### src/rtl/bitstream_fifo_pkg.sv
// Shared constants and sizing helpers for the byte-in, variable-width-out bit FIFO.
package bitstream_fifo_pkg;

  localparam int unsigned IN_W_DEF   = 8;
  localparam int unsigned DEPTH_DEF  = 16;
  localparam int unsigned MAX_RD_DEF = 16;

  function automatic int unsigned rdb_w(input int unsigned max_rd);
    return $clog2(max_rd + 1);
  endfunction

  function automatic int unsigned ptr_w(input int unsigned depth);
    return $clog2(depth) + 1;
  endfunction

  function automatic int unsigned cnt_w(input int unsigned depth, input int unsigned in_w);
    return $clog2(depth * in_w + 1);
  endfunction

  function automatic int unsigned off_w(input int unsigned in_w);
    return (in_w > 1) ? $clog2(in_w) : 1;
  endfunction

  function automatic bit params_ok(input int unsigned in_w, input int unsigned depth,
                                   input int unsigned max_rd);
    return (max_rd >= 1) && (max_rd <= 2 * in_w) && (depth >= 4) &&
           ((depth & (depth - 1)) == 0);
  endfunction

endpackage

### src/rtl/bitstream_funnel.sv
// Combinational extractor: pulls rd_bits bits MSB-first from a three-word window at a bit offset.
module bitstream_funnel
  import bitstream_fifo_pkg::*;
#(
  parameter int unsigned IN_W   = IN_W_DEF,
  parameter int unsigned MAX_RD = MAX_RD_DEF
) (
  input  logic [3*IN_W-1:0]         window_i,
  input  logic [off_w(IN_W)-1:0]    off_i,
  input  logic [rdb_w(MAX_RD)-1:0]  rd_bits_i,
  output logic [MAX_RD-1:0]         data_o
);

  localparam int unsigned WW  = 3 * IN_W;
  localparam int unsigned SHW = $clog2(WW + 1);

  logic [WW-1:0]  aligned_s;
  logic [WW-1:0]  justified_s;
  logic [SHW-1:0] rsh_s;

  // First unread bit is moved to the MSB, then the field is dropped down to bit 0.
  assign aligned_s   = window_i << off_i;
  assign rsh_s       = SHW'(WW) - SHW'(rd_bits_i);
  assign justified_s = aligned_s >> rsh_s;
  assign data_o      = justified_s[MAX_RD-1:0];

endmodule

### src/rtl/bitstream_fifo.sv
// Byte-in, 1..MAX_RD-bits-out FIFO for the MP3 front end.
// Optional BITSTREAM_FIFO_ALIGN_EN adds an align input that skips to the next word boundary.
module bitstream_fifo
  import bitstream_fifo_pkg::*;
#(
  parameter int unsigned IN_W   = IN_W_DEF,
  parameter int unsigned DEPTH  = DEPTH_DEF,
  parameter int unsigned MAX_RD = MAX_RD_DEF
) (
  input  logic                           clk,
  input  logic                           rst,
  input  logic                           wr,
  input  logic [IN_W-1:0]                data_in,
  input  logic                           rd,
  input  logic [rdb_w(MAX_RD)-1:0]       rd_bits,
  output logic [MAX_RD-1:0]              data_out,
  output logic                           out_valid,
  output logic                           rd_err,
  output logic [cnt_w(DEPTH, IN_W)-1:0]  bit_count,
  output logic                           empty,
  output logic                           full
`ifdef BITSTREAM_FIFO_ALIGN_EN
  ,
  input  logic                           align
`endif
);

  localparam int unsigned AW = $clog2(DEPTH);
  localparam int unsigned PW = ptr_w(DEPTH);
  localparam int unsigned OW = off_w(IN_W);
  localparam int unsigned CW = cnt_w(DEPTH, IN_W);
  localparam int unsigned RW = rdb_w(MAX_RD);
  localparam int unsigned SW = $clog2(3 * IN_W);

  if (!params_ok(IN_W, DEPTH, MAX_RD)) begin : g_param_err
    $error("bitstream_fifo: illegal IN_W/DEPTH/MAX_RD combination");
  end

  logic [IN_W-1:0]   mem_q [DEPTH];
  logic [PW-1:0]     wr_ptr_q, wr_ptr_d;
  logic [PW-1:0]     rd_ptr_q, rd_ptr_d;
  logic [OW-1:0]     bit_off_q, bit_off_d;
  logic [CW-1:0]     bit_count_q, bit_count_d;
  logic [MAX_RD-1:0] data_out_q, data_out_d;
  logic              out_valid_q, rd_err_q, empty_q, full_q;
  logic              empty_d, full_d;

  logic              wr_acc_s, rd_ok_s, rd_acc_s, al_acc_s;
  logic [SW-1:0]     sum_s;
  logic [CW-1:0]     add_s, sub_s;
  logic [AW-1:0]     addr0_s;
  logic [3*IN_W-1:0] window_s;
  logic [MAX_RD-1:0] funnel_s;

  assign addr0_s  = rd_ptr_q[AW-1:0];
  assign window_s = {mem_q[addr0_s], mem_q[addr0_s + AW'(1)], mem_q[addr0_s + AW'(2)]};

  bitstream_funnel #(
    .IN_W   (IN_W),
    .MAX_RD (MAX_RD)
  ) u_funnel (
    .window_i  (window_s),
    .off_i     (bit_off_q),
    .rd_bits_i (rd_bits),
    .data_o    (funnel_s)
  );

  // Acceptance decisions and next-state for pointers, occupancy and output data.
  always_comb begin
    wr_acc_s = wr && !full_q;
    rd_ok_s  = (rd_bits != RW'(0)) && (rd_bits <= RW'(MAX_RD)) && (CW'(rd_bits) <= bit_count_q);
    rd_acc_s = rd && rd_ok_s;
`ifdef BITSTREAM_FIFO_ALIGN_EN
    al_acc_s = align && !rd && (bit_off_q != OW'(0));
`else
    al_acc_s = 1'b0;
`endif
    sum_s = SW'(bit_off_q) + SW'(rd_bits);

    wr_ptr_d   = wr_acc_s ? wr_ptr_q + PW'(1) : wr_ptr_q;
    rd_ptr_d   = rd_ptr_q;
    bit_off_d  = bit_off_q;
    data_out_d = data_out_q;
    if (rd_acc_s) begin
      // Word boundaries crossed by the read retire whole words.
      rd_ptr_d   = rd_ptr_q + PW'(sum_s / SW'(IN_W));
      bit_off_d  = OW'(sum_s % SW'(IN_W));
      data_out_d = funnel_s;
    end else if (al_acc_s) begin
      rd_ptr_d  = rd_ptr_q + PW'(1);
      bit_off_d = OW'(0);
    end else begin
      rd_ptr_d  = rd_ptr_q;
      bit_off_d = bit_off_q;
    end

    add_s = wr_acc_s ? CW'(IN_W) : CW'(0);
    if (rd_acc_s) begin
      sub_s = CW'(rd_bits);
    end else if (al_acc_s) begin
      sub_s = CW'(IN_W) - CW'(bit_off_q);
    end else begin
      sub_s = CW'(0);
    end
    bit_count_d = bit_count_q + add_s - sub_s;
    empty_d     = (bit_count_d == CW'(0));
    full_d      = ((wr_ptr_d - rd_ptr_d) == PW'(DEPTH));
  end

  // Word storage; contents are deliberately left unreset.
  always_ff @(posedge clk) begin
    if (wr_acc_s && !rst) begin
      mem_q[wr_ptr_q[AW-1:0]] <= data_in;
    end
  end

  // Pointer, occupancy and output registers.
  always_ff @(posedge clk) begin
    if (rst) begin
      wr_ptr_q    <= PW'(0);
      rd_ptr_q    <= PW'(0);
      bit_off_q   <= OW'(0);
      bit_count_q <= CW'(0);
      data_out_q  <= MAX_RD'(0);
      out_valid_q <= 1'b0;
      rd_err_q    <= 1'b0;
      empty_q     <= 1'b1;
      full_q      <= 1'b0;
    end else begin
      wr_ptr_q    <= wr_ptr_d;
      rd_ptr_q    <= rd_ptr_d;
      bit_off_q   <= bit_off_d;
      bit_count_q <= bit_count_d;
      data_out_q  <= data_out_d;
      out_valid_q <= rd_acc_s;
      rd_err_q    <= rd && !rd_ok_s;
      empty_q     <= empty_d;
      full_q      <= full_d;
    end
  end

  assign data_out  = data_out_q;
  assign out_valid = out_valid_q;
  assign rd_err    = rd_err_q;
  assign bit_count = bit_count_q;
  assign empty     = empty_q;
  assign full      = full_q;

endmodule

### config.mk
export PLATFORM = sky130hd
export DESIGN_NAME = bitstream_fifo
export DESIGN_NICKNAME = d
export VERILOG_FILES = /design/src/rtl/bitstream_fifo_pkg.sv /design/src/rtl/bitstream_funnel.sv /design/src/rtl/bitstream_fifo.sv
export SDC_FILE = /design/constraint.sdc
export NUM_CORES = 1
export LEC_CHECK = 0
export CAP_MARGIN = 40
export CELL_PAD_IN_SITES_DETAIL_PLACEMENT = 0
export CELL_PAD_IN_SITES_GLOBAL_PLACEMENT = 1
export CORE_ASPECT_RATIO = 0.75
export CORE_MARGIN = 1.5
export CORE_UTILIZATION = 33
export DETAILED_ROUTE_END_ITERATION = 10
export PLACE_DENSITY = 0.7
export RECOVER_POWER = 25
export SYNTH_ARGS = -nofsm -noshare
export SYNTH_HDL_FRONTEND = slang
export SYNTH_SLANG_ARGS = --single-unit
### constraint.sdc
create_clock -name clk -period 5.3 [get_ports clk]
set_input_delay 0.53 -clock clk [delete_from_list [all_inputs] [get_ports clk]]
set_output_delay 0.53 -clock clk [all_outputs]
set_load 0.02 [all_outputs]
Yosys cells after proc, flatten, opt, wreduce, memory -nomap -nowiden. Memories as Yosys holds them, arrays and structs flattened. A register that Yosys moved wholly into a read port is not among the register bits. Index checks and enable logic that the tools add are counted.

Add/subtract/negate cells: 9. $lt $le $gt $ge: 2. Equal/unequal tests: 1. Shift operators: 2. Muxes and demuxes: 7. Reduce and logical (&&, ||, !) cells: 11.

Operators with widths (number): << shifter 24 x 3 -> 24 bit (1); >> shifter 24 x 5 -> 16 bit (1); two-way mux 5 bit (3); adder 8 x 4 -> 8 bit (1); <= comparator 5 x 8 -> 1 bit (1); zero test 8 bit (1); two-way mux 4 bit (2); subtractor 8 bit (1); logical AND 1 bit (6); adder 3 x 5 -> 5 bit (1); adder 5 x 1 -> 5 bit (second input constant) (1); adder 5 x 2 -> 5 bit (1); == test 5 bit (second input constant) (1); <= comparator 5 bit (second input constant) (1); nonzero test 5 bit (1); subtractor 5 bit (1); subtractor 5 bit (first input constant) (1); adder 4 x 1 -> 4 bit (second input constant) (1); adder 4 x 2 -> 4 bit (second input constant) (1); zero test 1 bit (3); two-way mux 1 bit (2).

Bits in registers: 41. Memory bits (writable): 128. Memories kept: 1.

Memories: mem_q (words 16, bits a word 8, rd ports 3, clocked after Yosys merged registers in 1, wr ports 1, RTL line bitstream_fifo.sv:39) `logic [IN_W-1:0] mem_q [DEPTH];`.

Longest topological paths before layout. Gate-level depths: netlist of the first run.

Word-level depth: 7. Mapped depth: 23.

Cells and area by module. Synthesis of the first run repeated with hierarchy kept, for this count alone.

Cell total of the unflattened synthesis: 912. Area total of the unflattened synthesis: 11908.9 sq um.

Modules (own cells, without submodules): bitstream_fifo (times used 1, cells an instance 615, area an instance 9404.0 sq um, seq. area each 4664.5 sq um); bitstream_funnel (times used 1, cells an instance 297, area an instance 2504.9 sq um, seq. area each 0.0 sq um).

Worst setup path before layout of the first run. OpenSTA, ideal clock, no wires.

Path type: input to register. From: input rd_bits[0]. To: register empty_q (netlist: empty). Library setup time: 0.116 ns. Arrival time: 4.953 ns. Data required time: 5.184 ns. Slack: 0.231 ns. Stages on the path: 23. Path through: clkbuf_1 -> inv_1 -> clkbuf_1 -> clkbuf_1 -> ha_1 -> nor2b_1 -> o21a_1 -> o21a_1 -> o21a_1 -> o2111ai_1 -> and3_1 -> clkbuf_1 -> clkbuf_1 -> nand2_1 -> ha_1 -> ha_1 -> fa_1 -> a21o_1 -> a21oi_1 -> o21bai_1 -> a21oi_1 -> xnor2_1 -> a41o_1.

Cells in the longest elaborated chain, start to end: 7. Elaborated cells between the ends (all ways): 9.

Ends and longest elaborated chain: start: declaration (RTL line bitstream_fifo.sv:15) `input logic [rdb_w(MAX_RD)-1:0] rd_bits,`; branches (longest 4 deep; another with <= comparator 5 x 8 -> 1 bit); two-way mux 5 bit (*) (RTL line bitstream_fifo.sv:98) `if (rd_acc_s) begin`; subtractor 8 bit (*) (RTL line bitstream_fifo.sv:105) `bit_count_d = bit_count_q + add_s - sub_s;`; zero test 8 bit (*) (RTL line bitstream_fifo.sv:106) `empty_d = (bit_count_d == CW'(0));`; end signal: assignment (RTL line bitstream_fifo.sv:137) `empty_q <= empty_d;`; end: declaration (RTL line bitstream_fifo.sv:45) `logic out_valid_q, rd_err_q, empty_q, full_q;`.

Mark *: on every way between the ends. A chain may end at the register's enable or synchronous reset.

Worst setup path after layout of the first run.
From: register rd_ptr_q[1]. To: register data_out_q[4] (netlist: data_out[4]).

Cells in the longest elaborated chain, start to end: 4. Elaborated cells between the ends (all ways): 5.

Ends and longest elaborated chain: start: declaration (RTL line bitstream_fifo.sv:41) `logic [PW-1:0] rd_ptr_q, rd_ptr_d;`; start signal: assignment (RTL line bitstream_fifo.sv:131) `rd_ptr_q <= rd_ptr_d;`; adder 4 x 2 -> 4 bit or adder 4 x 1 -> 4 bit (tied branches) (RTL line bitstream_fifo.sv:56) `assign window_s = {mem_q[addr0_s], mem_q[addr0_s + AW'(1)], mem_q[addr0_s + AW'(2)]};`; memory read (16 x 8 bit) (*); << shifter 24 x 3 -> 24 bit (*) (RTL line bitstream_funnel.sv:22) `assign aligned_s = window_i << off_i;`; >> shifter 24 x 5 -> 16 bit (*) (RTL line bitstream_funnel.sv:24) `assign justified_s = aligned_s >> rsh_s;`; end signal: assignment (RTL line bitstream_fifo.sv:134) `data_out_q <= data_out_d;`; end: declaration (RTL line bitstream_fifo.sv:44) `logic [MAX_RD-1:0] data_out_q, data_out_d;`.

Mark *: on every way between the ends. The rest lies on a longest branch, timed or not.

==> impl_metrics.ini, run 1 <==
[clock_network]
cts.repair.resized = 0
cts_setup_buffers = 0
h-tree-depth = 4
clockRootBuffer = clkbuf_16
cts_made_buffers = 17
holdBufCountCts = 0
tritoncts = built
clock_latency_ns = 0.44
cts.clk_slew.worst_paths_ns = 0.07
cts_sinks = 169
clockBufferDepth = 2

[power]
pwr-share-comb = 0.423
p_clk_frac = 0.272
power_leakage_uw = 0.004651
switching_share = 0.3874
vdd_drop_max_mv = 0.2698
intPower_uw = 3085
switchingPower_uw = 1951
p_per_area_nw_per_um2 = 354.0
power_frac_seq = 0.305

[timing]
finalSetupViolCount = 0
fin_crit_ns = 4.548
maxSlewViolCount = 0
fin_skew_ns = 0.008872
maxSlewHeadroom = 0.3914
tightest_slew_ns = 0.9119
rsz0062_at_grt = false
fin_ws_ns = 0.7519
hold_violations = 0
max_freq_mhz = 219.9
final.setup.tns_ns = 0
finalCritPeriodShare = 0.8581

[global_routing]
grt_pass1_wl_microns = 63550
antenna_found_initial = 0
grt_pass1_vias = 10070
grt_overflow = 0
grt.total_usage = 0.2152
grt_max_degree = 68

[critical_path]
critPathKind = flop to flop
crit_required_ns = 5.66
start_kind = flop
worstSetupEndpointType = flop
crit_arrival_ns = 4.91
worstPathMaxFanout = 10

[die]
ios = 45
row_count = 61
chipWidth_microns = 228.0
die_area_sq_um = 39170
die_h_microns = 171.8
coreArea_sq_um = 37250
start_util = 0.3365

[layout]
layout-drive-gt1-share = 0.1274
final_util = 0.3820
n_antenna_cell = 0
synthToLayoutAreaGrowth_pct = 13.51
fill_cells = 3739
nets = 1304
stdcell_area_sq_um = 14230

[yosys]
syn_area_sq_um = 12530
synth.most_common_cell = mux2i_1
yosys_most_used_dff = edfxtp_1
async_flop_share = 0
synthCells = 1227
synth-edff-count = 128
synth_nets = 1280
ys_ff_latch = 169
yosys-top-cells-count = 130 x mux2i_1, 128 x edfxtp_1, 119 x nor2_1
synth_seq_area_share = 0.3721
synth_warnings = 0
synth.area.top_cells = edfxtp_1 31%, mux2i_1 10%, dfxtp_1 6.5%
synth_top_area_cell = edfxtp_1
syn_area_per_cell_sq_um = 10.22
netlist.area_leader.share = 0.3066
synth_cell_types = 83

[detailed_routing]
wl_microns = 42200
first_pass_iters = 6
routed_via_density = 6.104
wl_per_cell_microns = 23.87
drc = 0
num_vias = 10790
dr.first_iter.drc_count = 1403
drtAntennaViolNets = 0

[placed_design]
gp_congestion = 0.9288
pre_cts_slack_ns = 0.6599
dpl.hpwl_microns = 30800
io_buffers = 44
place_area_sq_um = 13580

[flow_run]
max-cap-violations = 0

[run_status]
outcome = finished clean

[worst_hold_path]
holdCritPathClass = flop to flop
-- routing by layer --
layer | up-vias | share of wire | track usage
met5 | - | 0 | 0
met4 | 0 | 0.014 | 0.04780
met3 | 42 | 0.10 | 0.06034
met2 | 567 | 0.43 | 0.3142
met1 | 5327 | 0.46 | 0.3135
li1 | 4855 | - | -
-- worst paths after layout --
path	from	endpoint	slack, ns	cells past startpoint
worst max-delay path	rd_ptr_q[1]	data_out[4]	0.75	11
worst min-delay path	data_out[9]	data_out[9]	0.47	2
worst max register to register	rd_ptr_q[1]	data_out[4]	0.75	11
worst min register to register	data_out[9]	data_out[9]	0.47	2
-- sequential cells by signal, summed over array words and instances, names as in the netlist --
signal and flops:
mem_q 128, data_out 16, bit_count 8, rd_ptr_q 5
wr_ptr_q 5, bit_off_q 3, empty 1, full 1
out_valid 1, rd_err 1
-- through the flow --
| step | total power (uW) | hold WS (ns) | std cells |
|---|---|---|---|
| 2_1_floorplan | 3058 | 0.4808 | 1227 |
| 3_3_place_gp | 3643 | 0.4458 | 1731 |
| 3_5_place_dp | 3653 | 0.4564 | 1735 |
| 4_1_cts | 5019 | 0.4723 | 1767 |
| 5_1_grt | 5270 | 0.5084 | 1768 |
| 6_report | 5036 | 0.4660 | 1768 |
-- worst max-delay path: stages, from the launching register on --
cell and delay, ns:
dfxtp_1 0.67, ha_1 0.43, xor2_2 0.57, mux4_2 0.58
mux2_2 0.37, nor2_1 0.11, nor2_1 0.11, o211ai_1 0.45
nor2_1 0.10, nor3_1 0.53, a221oi_1 0.23, a311oi_1 0.29
-- cell usage in the layout, fill, tap and decap left out, types with 6 or more instances in the layout --
cell	count
xnor2_1	16
mux4_1	14
xor2_1	6
inv_1	22
edfxtp_1	128
a21oi_1	35
nand3_1	90
a22oi_1	24
o211ai_1	11
ha_1	31
a21o_1	7
dfxtp_1	40
buf_4	47
mux4_2	33
a41oi_1	6
nor2_1	115
a311oi_1	7
o22ai_1	24
nor2b_1	18
clkdlybuf4s50_1	38
mux2i_1	130
nand4_1	24
a221oi_1	11
o21a_1	6
o21ai_0	33
nor3_1	21
dlygate4sd3_1	6
a211oi_1	24
clkbuf_16	17
mux2_2	19
nand2b_1	6
a2bb2oi_1	6
o2111ai_1	8
a31oi_1	11
nand2_1	97
o31ai_1	6
-- power groups by stage --
| stage | Sequential [uW] | Clock [uW] | Combinational, uW |
|---|---|---|---|
| CTS | 1540 | 1380 | 2100 |
| floorplan | 1590 | 0 | 1470 |
| detailed placement | 1570 | 0 | 2090 |
| finish | 1540 | 1370 | 2130 |
| global route | 1550 | 1420 | 2300 |
| global placement | 1570 | 0 | 2080 |
-- cells by family after synthesis --
group | count (synthesis) | share of synthesized area
XOR/XNOR | 28 | 0.02136
multiplexers | 198 | 0.2124
AND/OR/NAND/NOR | 408 | 0.1519
buffers and inverters | 115 | 0.04582
flip-flops | 169 | 0.3721
AO/OA/AOI/OAI | 273 | 0.1580
adder cells (fa/ha/maj) | 36 | 0.03833
-- final cells by class --
| type | instances | area [sq um] | area share |
|---|---|---|---|
| timing repair buffer | 94 | 844.6 | 0.05936 |
| tap | 504 | 630.6 | 0.04432 |
| clock inverter | 15 | 212.7 | 0.01495 |
| clock buffer | 17 | 425.4 | 0.02990 |
| multi-input combinational | 943 | 7348 | 0.5165 |
| inverter | 26 | 97.59 | 0.006860 |
| sequential | 169 | 4668 | 0.3281 |
Power figures use the tool's default switching activity.
==> run 2: changes to the inputs <==
--- a/config.mk
+++ b/config.mk
@@ -14,6 +14,7 @@
 export DETAILED_ROUTE_END_ITERATION = 10
 export PLACE_DENSITY = 0.7
 export RECOVER_POWER = 25
+export REMOVE_ABC_BUFFERS = 1
 export SYNTH_ARGS = -nofsm -noshare
 export SYNTH_HDL_FRONTEND = slang
 export SYNTH_SLANG_ARGS = --single-unit
==> impl_metrics.ini, run 2 (synthesized netlist as in run 1, its figures left out) <==
[timing]
fin_skew_ns = 0.01645
fin_ws_ns = 0.7102
rsz0062_at_grt = false
tightest_slew_ns = 0.9867
finalSetupViolCount = 0
maxSlewHeadroom = 0.3422
fin_crit_ns = 4.590
hold_violations = 0
finalCritPeriodShare = 0.8660
maxSlewViolCount = 0
max_freq_mhz = 217.9

[die]
die_h_microns = 171.8
ios = 45
row_count = 61
coreArea_sq_um = 37250
die_area_sq_um = 39170
chipWidth_microns = 228.0
start_util = 0.3365

[global_routing]
grt_pass1_wl_microns = 63000
grt.total_usage = 0.2127
antenna_found_initial = 0
grt_overflow = 0
grt_pass1_vias = 10080
grt_max_degree = 38

[clock_network]
holdBufCountCts = 0
clock_latency_ns = 0.46
cts_sinks = 169
cts.clk_slew.worst_paths_ns = 0.07
tritoncts = built
cts_setup_buffers = 0
h-tree-depth = 4
clockBufferDepth = 2
cts.repair.resized = 0
clockRootBuffer = clkbuf_16
cts_made_buffers = 17

[critical_path]
critPathKind = flop to flop
cpMostUsedCell = o311ai_0
crit_buf_inv = 1
start_kind = flop
worstSetupEndpointType = flop
crit_arrival_ns = 4.96
worstPathMaxFanout = 8
critPathMaxStageDelay_ns = 0.60
slowest_stage = dfxtp_1
crit_required_ns = 5.67
crit_path_cell_trace = ha_1, xor2_2, buf_4, mux4_2, mux2_2, mux2i_1, a211oi_1, o311ai_0, a21oi_1, o311ai_0, o21ai_0, a31oi_1
critPathTopFamily = compound AO/OA/AOI/OAI gates

[run_status]
outcome = finished clean

[layout]
largest_reg_flops = 128
fill_cells = 3704
final_cell_mix = 130 x mux2i_1, 128 x edfxtp_1, 119 x nor2_1
multi_input_area_sq_um = 7338
layout_commonest_cell = mux2i_1
final-seq-area_sq_um = 4668
nets = 1305
n_antenna_cell = 0
final_util = 0.3800
synthToLayoutAreaGrowth_pct = 12.91
layout-drive-gt1-share = 0.1235

[placed_design]
gp_congestion = 0.9658
dpl.hpwl_microns = 30690
pre_cts_slack_ns = 0.6448
io_buffers = 44

[flow_run]
max-cap-violations = 0

[detailed_routing]
wl_per_cell_microns = 23.49
drtAntennaViolNets = 0
wl_microns = 41510
dr.first_iter.drc_count = 1128
num_vias = 10670
first_pass_iters = 6
routed_via_density = 6.036
drc = 0

[power]
p_per_area_nw_per_um2 = 346.6
power_leakage_uw = 0.004621
vdd_drop_max_mv = 0.2077

[worst_hold_path]
holdCritPathClass = flop to flop
==> run 2: cell type report <==
cell class | count | share of cell area
clock inverter | 13 | 0.01017
tap | 504 | 0.04456
inverter | 26 | 0.006896
clock buffer | 17 | 0.03006
multi-input combinational | 943 | 0.5185
sequential | 169 | 0.3299
timing repair buffer | 95 | 0.05994
==> run 2: through the flow <==
step	TNS, ns	power [uW]	std cells	area (sq um)	hold WS (ns)
after floorplan	-40.07	3026	1138	12060	0.4808
after global placement	0	3653	1737	13580	0.4426
after detailed placement	0	3654	1737	13580	0.4496
after CTS	0	4900	1767	14150	0.4662
after global routing	0	5156	1767	14150	0.5072
final	0	4906	1767	14150	0.4672
==> run 2: where the power goes <==
part | switching (uW) | internal, uW | leakage (uW)
Clock | 549 | 692 | 0.000270
Combinational | 1290 | 835 | 0.00286
Sequential | 64.0 | 1480 | 0.00149
==> run 2: worst min-delay path: stages, from the launching register on <==
cell and delay, ns:
dfxtp_1 0.31, nand2_1 0.06, o31ai_1 0.05
==> run 2: final timing paths <==
check / depth (start not counted) / to / from / slack [ns]
hold reg to reg: 2 / data_out[9] / data_out[9] / 0.47
setup / recovery: 12 / data_out[2] / rd_ptr_q[1] / 0.71
hold / removal: 2 / data_out[9] / data_out[9] / 0.47
setup reg to reg: 12 / data_out[2] / rd_ptr_q[1] / 0.71
==> run 2: routing by layer <==
layer,routed length (microns),track usage,vias up
li1,-,-,4846
met1,19380,0.3079,5276
met2,17610,0.3128,490
met3,3692,0.05023,53
met4,835,0.06335,0
met5,0,0,-
==> run 3: changes to the inputs <==
--- a/config.mk
+++ b/config.mk
@@ -10,9 +10,9 @@
 export CELL_PAD_IN_SITES_GLOBAL_PLACEMENT = 1
 export CORE_ASPECT_RATIO = 0.75
 export CORE_MARGIN = 1.5
-export CORE_UTILIZATION = 33
+export CORE_UTILIZATION = 45
 export DETAILED_ROUTE_END_ITERATION = 10
-export PLACE_DENSITY = 0.7
+export PLACE_DENSITY = 0.87
 export RECOVER_POWER = 25
 export REMOVE_ABC_BUFFERS = 1
 export SYNTH_ARGS = -nofsm -noshare
==> impl_metrics.ini, run 3 (synthesized netlist as in run 1, its figures left out) <==
[power]
p_per_area_nw_per_um2 = 358.0
vdd_drop_max_mv = 0.3942
power_uw = 5031
power_leakage_uw = 0.004674

[layout]
largest_reg_flops = 128
synthToLayoutAreaGrowth_pct = 12.11
nets = 1308
layout_commonest_cell = mux2i_1
final_util = 0.5167
fill_cells = 2428
layout-drive-gt1-share = 0.1270
final_cell_mix = 130 x mux2i_1, 128 x edfxtp_1, 119 x nor2_1
final_cells = 1619
n_antenna_cell = 0

[global_routing]
grt_pass1_wl_microns = 61510
grt.total_usage = 0.2803
grt_max_degree = 84
grt_pass1_vias = 10370
grt_overflow = 0
antenna_found_initial = 0

[critical_path]
critPathKind = flop to flop
worstSetupEndpointType = flop
slowest_stage = a211oi_1
critPathTopFamily = compound AO/OA/AOI/OAI gates
cpMostUsedCell = a211oi_1
rr_startpoint = rd_ptr_q[0]
start_kind = flop
critPathLaunch = rd_ptr_q[0]
crit_buf_inv = 2
worstPathMaxFanout = 83
crit_required_ns = 5.66
crit_path_cell_trace = buf_12, inv_2, nand3_1, nand4_1, mux2_2, mux4_2, a211oi_1, a211oi_1, a2111o_1, a311oi_1
crit_arrival_ns = 4.88
critPathMaxStageDelay_ns = 0.72

[placed_design]
dp.cells = 1587
io_buffers = 44
gp_congestion = 1.016
dpl.hpwl_microns = 29280
pre_cts_slack_ns = 0.6630

[timing]
fin_ws_ns = 0.7738
maxSlewViolCount = 0
tightest_slew_ns = 0.9546
maxSlewHeadroom = 0.3605
finalSetupViolCount = 0
fin_skew_ns = 0.01539
hold_violations = 0
fin_crit_ns = 4.526
max_freq_mhz = 220.9
rsz0062_at_grt = false
final.setup.tns_ns = 0
finalCritPeriodShare = 0.8540

[die]
start_util = 0.4609
chipWidth_microns = 195.7
coreArea_sq_um = 27200
row_count = 52
ios = 45
die_h_microns = 147.5
die_area_sq_um = 28870

[detailed_routing]
drc = 0
wl_microns = 39850
dr.first_iter.drc_count = 1548
num_vias = 10900
first_pass_iters = 6
drtAntennaViolNets = 0
routed_via_density = 6.730
wl_per_cell_microns = 24.61

[flow_run]
max-cap-violations = 0

[clock_network]
cts_setup_buffers = 0
tritoncts = built
cts_made_buffers = 17
clock_latency_ns = 0.45
cts.clk_slew.worst_paths_ns = 0.07
clockBufferDepth = 2
holdBufCountCts = 0
clockRootBuffer = clkbuf_16
h-tree-depth = 4
cts_sinks = 169
cts.repair.resized = 0

[worst_hold_path]
holdCritPathClass = flop to flop
hold_start = data_out[10]

[run_status]
outcome = finished clean
## run 3: worst paths after layout
path	slack, ns	depth (start not counted)	end
max	0.77	10	data_out[4]
min	0.46	2	data_out[10]
max reg2reg	0.77	10	data_out[4]
min reg2reg	0.46	2	data_out[10]
## run 3: stage by stage
| step | instance area [sq um] | hold slack (ns) |
|---|---|---|
| floorplan | 12060 | 0.4808 |
| CTS | 14050 | 0.4666 |
| finish | 14050 | 0.4631 |
| global route | 14050 | 0.4908 |
| detailed placement | 13420 | 0.4528 |
| global placement | 13360 | 0.4431 |
## run 3: area by class of cell
| class | count | area, sq um | area share |
|---|---|---|---|
| Clock buffer | 17 | 425.4 | 0.03027 |
| Clock inverter | 15 | 209.0 | 0.01487 |
| Inverter | 26 | 97.59 | 0.006945 |
| Multi-Input combinational cell | 943 | 7338 | 0.5222 |
| Sequential cell | 169 | 4668 | 0.3322 |
| Tap cell | 351 | 439.2 | 0.03125 |
| Timing Repair Buffer | 98 | 874.6 | 0.06224 |
## run 3: metal layers
layer  wire length (microns)  vias to the layer above  global-route usage
met5                       0                        -                   0
met4                     773                        0             0.07346
met3                    4352                       66             0.06411
met2                   16950                      609              0.4136
met1                   17770                     5348              0.4147
li1                        -                     4873                   -
## run 3: power breakdown
part	switching [uW]	internal, uW	total (uW)
Sequential	55.3	1480	1540
Combinational	1280	840	2120
Clock	576	799	1370
## run 3: worst register-to-register path, stage by stage (launching register included)
cell,delay (ns)
dfxtp_4,0.67
buf_12,0.46
inv_2,0.34
nand3_1,0.20
nand4_1,0.33
mux2_2,0.39
mux4_2,0.55
a211oi_1,0.73
a211oi_1,0.17
a2111o_1,0.42
a311oi_1,0.20
